$ cat config.mk
export PLATFORM = sky130hd
export DESIGN_NAME = multi_door_controller
export DESIGN_NICKNAME = d
export VERILOG_FILES = /design/src/rtl/multi_door_controller.sv
export SDC_FILE = /design/constraint.sdc
export NUM_CORES = 1
export LEC_CHECK = 0
export BUFFER_PORTS_ARGS = -buffer_cell sky130_fd_sc_hd__buf_2
export CAP_MARGIN = 15
export CORE_MARGIN = 2
export CORE_UTILIZATION = 53
export CTS_CLUSTER_SIZE = 24
export DETAILED_ROUTE_END_ITERATION = 8
export GPL_TIMING_DRIVEN = 0
export PLACE_DENSITY = 0.75
export SLEW_MARGIN = 20
export SYNTH_ARGS = -nofsm -noshare
export SYNTH_HDL_FRONTEND = slang
export SYNTH_SLANG_ARGS = --single-unit
$ cat constraint.sdc
create_clock -name clock -period 2.42 [get_ports clock]
set_input_delay 0.363 -clock clock [delete_from_list [all_inputs] [get_ports clock]]
set_output_delay 0.363 -clock clock [all_outputs]
set_load 0.05 [all_outputs]
$ cat src/rtl/multi_door_controller.sv
// multi_door_controller: N independent garage-door channels, each with a Moore FSM, travel timer and direction memory.
// Optional safety reversal on obstruction while closing is enabled by defining DOOR_OBSTRUCT_REVERSE_EN.
module multi_door_controller #(
    parameter int N_DOORS    = 2,
    parameter int MAX_TRAVEL = 1000
) (
    input  logic               clock,
    input  logic               reset,
    input  logic [N_DOORS-1:0] activate,
    input  logic [N_DOORS-1:0] up_max,
    input  logic [N_DOORS-1:0] dn_max,
    input  logic [N_DOORS-1:0] obstruct,
    input  logic [N_DOORS-1:0] fault_clr,
    output logic [N_DOORS-1:0] up_motor,
    output logic [N_DOORS-1:0] dn_motor,
    output logic [N_DOORS-1:0] fault
);
    typedef enum logic [2:0] {IDLE, MOVE_UP, MOVE_DN, STOPPED, FAULT} state_t;
    localparam int TW = $clog2(MAX_TRAVEL + 1);
    localparam logic [TW-1:0] T_LAST = TW'(MAX_TRAVEL - 1);
    logic [N_DOORS-1:0] obs;
`ifdef DOOR_OBSTRUCT_REVERSE_EN
    assign obs = obstruct;
`else
    logic unused_obstruct;
    assign unused_obstruct = ^obstruct;
    assign obs = '0;
`endif
    genvar d;
    generate
        for (d = 0; d < N_DOORS; d++) begin : g_door
            state_t state, state_nx;
            logic [TW-1:0] timer;
            logic last_dir;
            logic moving, entering;
            always_comb begin
                state_nx = state;
                if (up_max[d] && dn_max[d]) state_nx = FAULT;
                else case (state)
                    IDLE:    if (activate[d]) state_nx = (up_max[d] && !dn_max[d]) ? MOVE_DN : MOVE_UP;
                    MOVE_UP: state_nx = up_max[d] ? IDLE : timer == T_LAST ? FAULT : activate[d] ? STOPPED : MOVE_UP;
                    MOVE_DN: state_nx = dn_max[d] ? IDLE : timer == T_LAST ? FAULT : activate[d] ? STOPPED : obs[d] ? MOVE_UP : MOVE_DN;
                    STOPPED: if (activate[d]) state_nx = last_dir ? MOVE_DN : MOVE_UP;
                    FAULT:   if (fault_clr[d]) state_nx = IDLE;
                    default: state_nx = IDLE;
                endcase
            end
            assign moving   = state == MOVE_UP || state == MOVE_DN;
            // any change into a motion state, including a reversal, restarts the travel count
            assign entering = state_nx != state && (state_nx == MOVE_UP || state_nx == MOVE_DN);
            always_ff @(posedge clock or posedge reset) begin
                if (reset) begin
                    state    <= IDLE;
                    timer    <= '0;
                    last_dir <= 1'b0;
                end else begin
                    state    <= state_nx;
                    timer    <= entering ? '0 : moving ? timer + 1'b1 : timer;
                    last_dir <= state_nx == MOVE_UP ? 1'b1 : state_nx == MOVE_DN ? 1'b0 : last_dir;
                end
            end
            assign up_motor[d] = state == MOVE_UP;
            assign dn_motor[d] = state == MOVE_DN;
            assign fault[d]    = state == FAULT;
        end
    endgenerate
endmodule

==> flow_metrics.env <==
export IMPL_status="completed"
export IMPL_die_w_microns=64.1
export IMPL_timing_hold_ws_ns=0.0504
export IMPL_synth_edf_count=0
export IMPL_layout_min_cycle_time_ns=2.33
export IMPL_path_max_fanout=5
export IMPL_p_seq_share_pct=41.9
export IMPL_cap_violations=0
export IMPL_cts_root_buf="clkbuf_4"
export IMPL_synth_adder_area_share_pct=1.83
export IMPL_grt_first_pass_wirelength_microns=6380
export IMPL_swShare_pct=35.1
export IMPL_num_antenna_cells=0
export IMPL_die_area_sq_um=4110
export IMPL_finalCritPeriodShare_pct=96.4
export IMPL_hold_violations=0
export IMPL_netlist_instances=202
export IMPL_cts_buffer_depth=2
export IMPL_power_density_nw_per_um2=672
export IMPL_cts_sinks=28
export IMPL_internal_power_mw=0.946
export IMPL_p_leak_nw=0.963
export IMPL_finalInstanceArea_sq_um=2170
export IMPL_finalSetupViolCount=0
export IMPL_synth_area_mux_share_pct=2.16
export IMPL_ys_seq_area_share_pct=36.6
export IMPL_synth_flop_cell="dfrtp_1"
export IMPL_synth_area_leader_cell="dfrtp_1"
export IMPL_fillers=311
export IMPL_wl_microns=3690
export IMPL_drt_initial_drc_count=112
export IMPL_wire_per_inst_microns=13.6
export IMPL_portBuffers=15
export IMPL_syn_nets=216
export IMPL_numPlacedInstances=263
export IMPL_postSynthAreaPerCell_sq_um=9.48
export IMPL_worstSetupStartpointType="register"
export IMPL_yosys_warnings=0
export IMPL_die_y_microns=64.1
export IMPL_hold_path_class="input port to async pin"
export IMPL_worst_endpoint_required_ns=2.68
export IMPL_grt_max_degree=29
export IMPL_tightestPinTransition_ns=0.587
export IMPL_clkPwrFrac_pct=21.2
export IMPL_globalplace_congestion=0.840
export IMPL_drive_gt1_share_pct=28.8
export IMPL_place_ws_ns=-0.0344
export IMPL_place_area_sq_um=2050
export IMPL_critPathArrivalTime_ns=2.59
export IMPL_synth_area_top_cells="dfrtp_1 (37%), xor2_1 (5.0%), a21oi_1 (3.7%)"
export IMPL_synth_compound_area_share_pct=15.1
export IMPL_clock_fmax_ghz=0.429
export IMPL_start_util_pct=56.1
export IMPL_synth_area_sq_um=1920
export IMPL_yosys_top_cells_count="dfrtp_1 (28), nand2_1 (18), a21oi_1 (14)"
export IMPL_clk_pin_slew_ns=0.16
export IMPL_top_usage_layer="met2"
export IMPL_vias=1525
export IMPL_crit_path_end_kind="register"
export IMPL_io_pins=18
export IMPL_ys_types=62
export IMPL_dp_hpwl_microns=2570
export IMPL_drt_pass1_iter_count=4
export IMPL_maxSlewViolCount=0
export IMPL_relSlewSlack_pct=60.8
export IMPL_rsz0062_at_grt="no"
export IMPL_core_area_sq_um=3420
export IMPL_cts_buffers=3
export IMPL_synthArstFlopShare_pct=100
export IMPL_grt_overflow=0
export IMPL_fin_cells=272
export IMPL_clock_skew_ns=0.0198
export IMPL_drc_errors=0
export IMPL_row_count=21
export IMPL_synth_simple_gate_area_share_pct=31.4
export IMPL_yosysTopAreaCellShare_pct=36.6
export IMPL_met1_usage_pct=25.8
export IMPL_viasPerCell=5.61
export IMPL_clock_latency_ns=0.34
export IMPL_ant_nets=0
export IMPL_ir_drop_mv=0.358
export IMPL_groute_layer_met2_usage_pct=33.5
export IMPL_synth_most_common_cell="dfrtp_1"
export IMPL_cts_tree="built"
export IMPL_grt_usage_pct=19.6
export IMPL_combinationalPowerShare_pct=36.8
export IMPL_path_class="register to register"
export IMPL_met3_usage_pct=2.64
export IMPL_htree_levels=1
export IMPL_ys_ff_latch=28
export IMPL_synth_top_family_by_area="simple AND/OR/NAND/NOR gates"
export IMPL_synthXorXnorAreaFrac_pct=8.69
export IMPL_setup_slack_ns=0.0866
export IMPL_switching_power_mw=0.511
export IMPL_antenna_found_initial=0
export IMPL_grt_pass1_vias=1434
export IMPL_syn_to_final_growth_pct=13.3
export IMPL_fin_nets=241
[metal layers]
metal  routed length [microns]  part of all wire [%]
met1                      1790                    48
met2                      1770                    48
met3                        82                   2.2
met4                        49                   1.3
met5                         0                     0
[per-stage QoR]
stage                     util, %  TNS [ns]  total power [mW]
after floorplan                 -         0             0.988
after global placement       60.0         0              1.08
after detailed placement     60.0    -0.195              1.09
after CTS                    62.1         0              1.42
after global routing         63.5         0              1.56
final                        63.5         0              1.46
[timing repair]
item	in CTS	in global routing
gates cloned	0	1
setup buffers	1	3
hold buffers	0	0
pin swaps	0	3
gates resized for setup	2	7
setup endpoints to repair	20	20
[layout make-up]
class | count | area [sq um] | share of cell area, %
Buffer | 7 | 62.6 | 2.88
Inverter | 5 | 18.8 | 0.865
Clock buffer | 3 | 22.5 | 1.04
Sequential cell | 28 | 701 | 32.3
Tap cell | 46 | 57.6 | 2.65
Multi-Input combinational cell | 162 | 1160 | 53.5
Timing Repair Buffer | 20 | 116 | 5.36
Clock inverter | 1 | 30.0 | 1.38
[cells in the final DEF (no fill, tap or decap), types with 3 or more instances in the layout]
master | Yosys | final
clkbuf_4 | 0 | 3
o21ai_0 | 5 | 5
xor2_1 | 11 | 11
nor3b_1 | 8 | 8
a21oi_1 | 14 | 14
mux2i_1 | 3 | 3
inv_1 | 5 | 4
nor2_2 | 10 | 11
nand2_1 | 18 | 18
buf_4 | 0 | 4
dfrtp_1 | 28 | 28
and4_1 | 3 | 3
xnor2_1 | 8 | 8
and3_2 | 3 | 3
nor3b_2 | 3 | 3
nor3_1 | 5 | 5
buf_2 | 2 | 17
nand2b_1 | 6 | 6
nor2_1 | 10 | 9
nand4_1 | 5 | 5
nand3_1 | 4 | 4
[registers in the layout, summed over array words and instances (netlist names)]
register and count:
g_door.timer 20, g_door.last_dir 2, g_door.state 6
[logic make-up (layout without fill, tap and decap cells)]
| group | after synthesis | after routing |
|---|---|---|
| muxes | 4 | 4 |
| adders and majority gates | 3 | 3 |
| and+or+nand+nor | 95 | 95 |
| AOI/OAI and AO/OA | 41 | 41 |
| buffers and inverters | 12 | 36 |
| xor gates and xnor gates | 19 | 19 |
| DFF | 28 | 28 |
[worst max-delay path, stage by stage (launching register included)]
cell and delay [ns]:
dfrtp_1 0.43, ha_4 0.17, nand2_2 0.06, or4_4 0.53, a211oi_4 0.28, mux2_1 0.33, and3b_2 0.26, buf_6 0.13
nor2_2 0.04
[power groups by stage]
stage / logic [mW] / registers, mW / clock network (mW)
after floorplan: 0.388 / 0.601 / 0
after global placement: 0.470 / 0.613 / 0
after detailed placement: 0.476 / 0.615 / 0
after CTS: 0.498 / 0.603 / 0.317
after global routing: 0.600 / 0.625 / 0.337
final: 0.537 / 0.611 / 0.309
[path summary, 6_finish.rpt]
| check | endpoint | from | slack [ns] | depth (start not counted) |
|---|---|---|---|---|
| max | g_door[0].timer[0] | g_door[0].timer[0] | 0.09 | 8 |
| min in group clock | g_door[1].state[2] | fault_clr[1] | 0.22 | 2 |
| max in group asynchronous | g_door[0].state[0] | reset | 1.96 | 2 |
| max reg2reg | g_door[0].timer[0] | g_door[0].timer[0] | 0.09 | 8 |
| min reg2reg | g_door[1].last_dir | g_door[1].last_dir | 0.58 | 1 |
| min | g_door[0].timer[6] | reset | 0.05 | 2 |
Power figures use the tool's default switching activity.
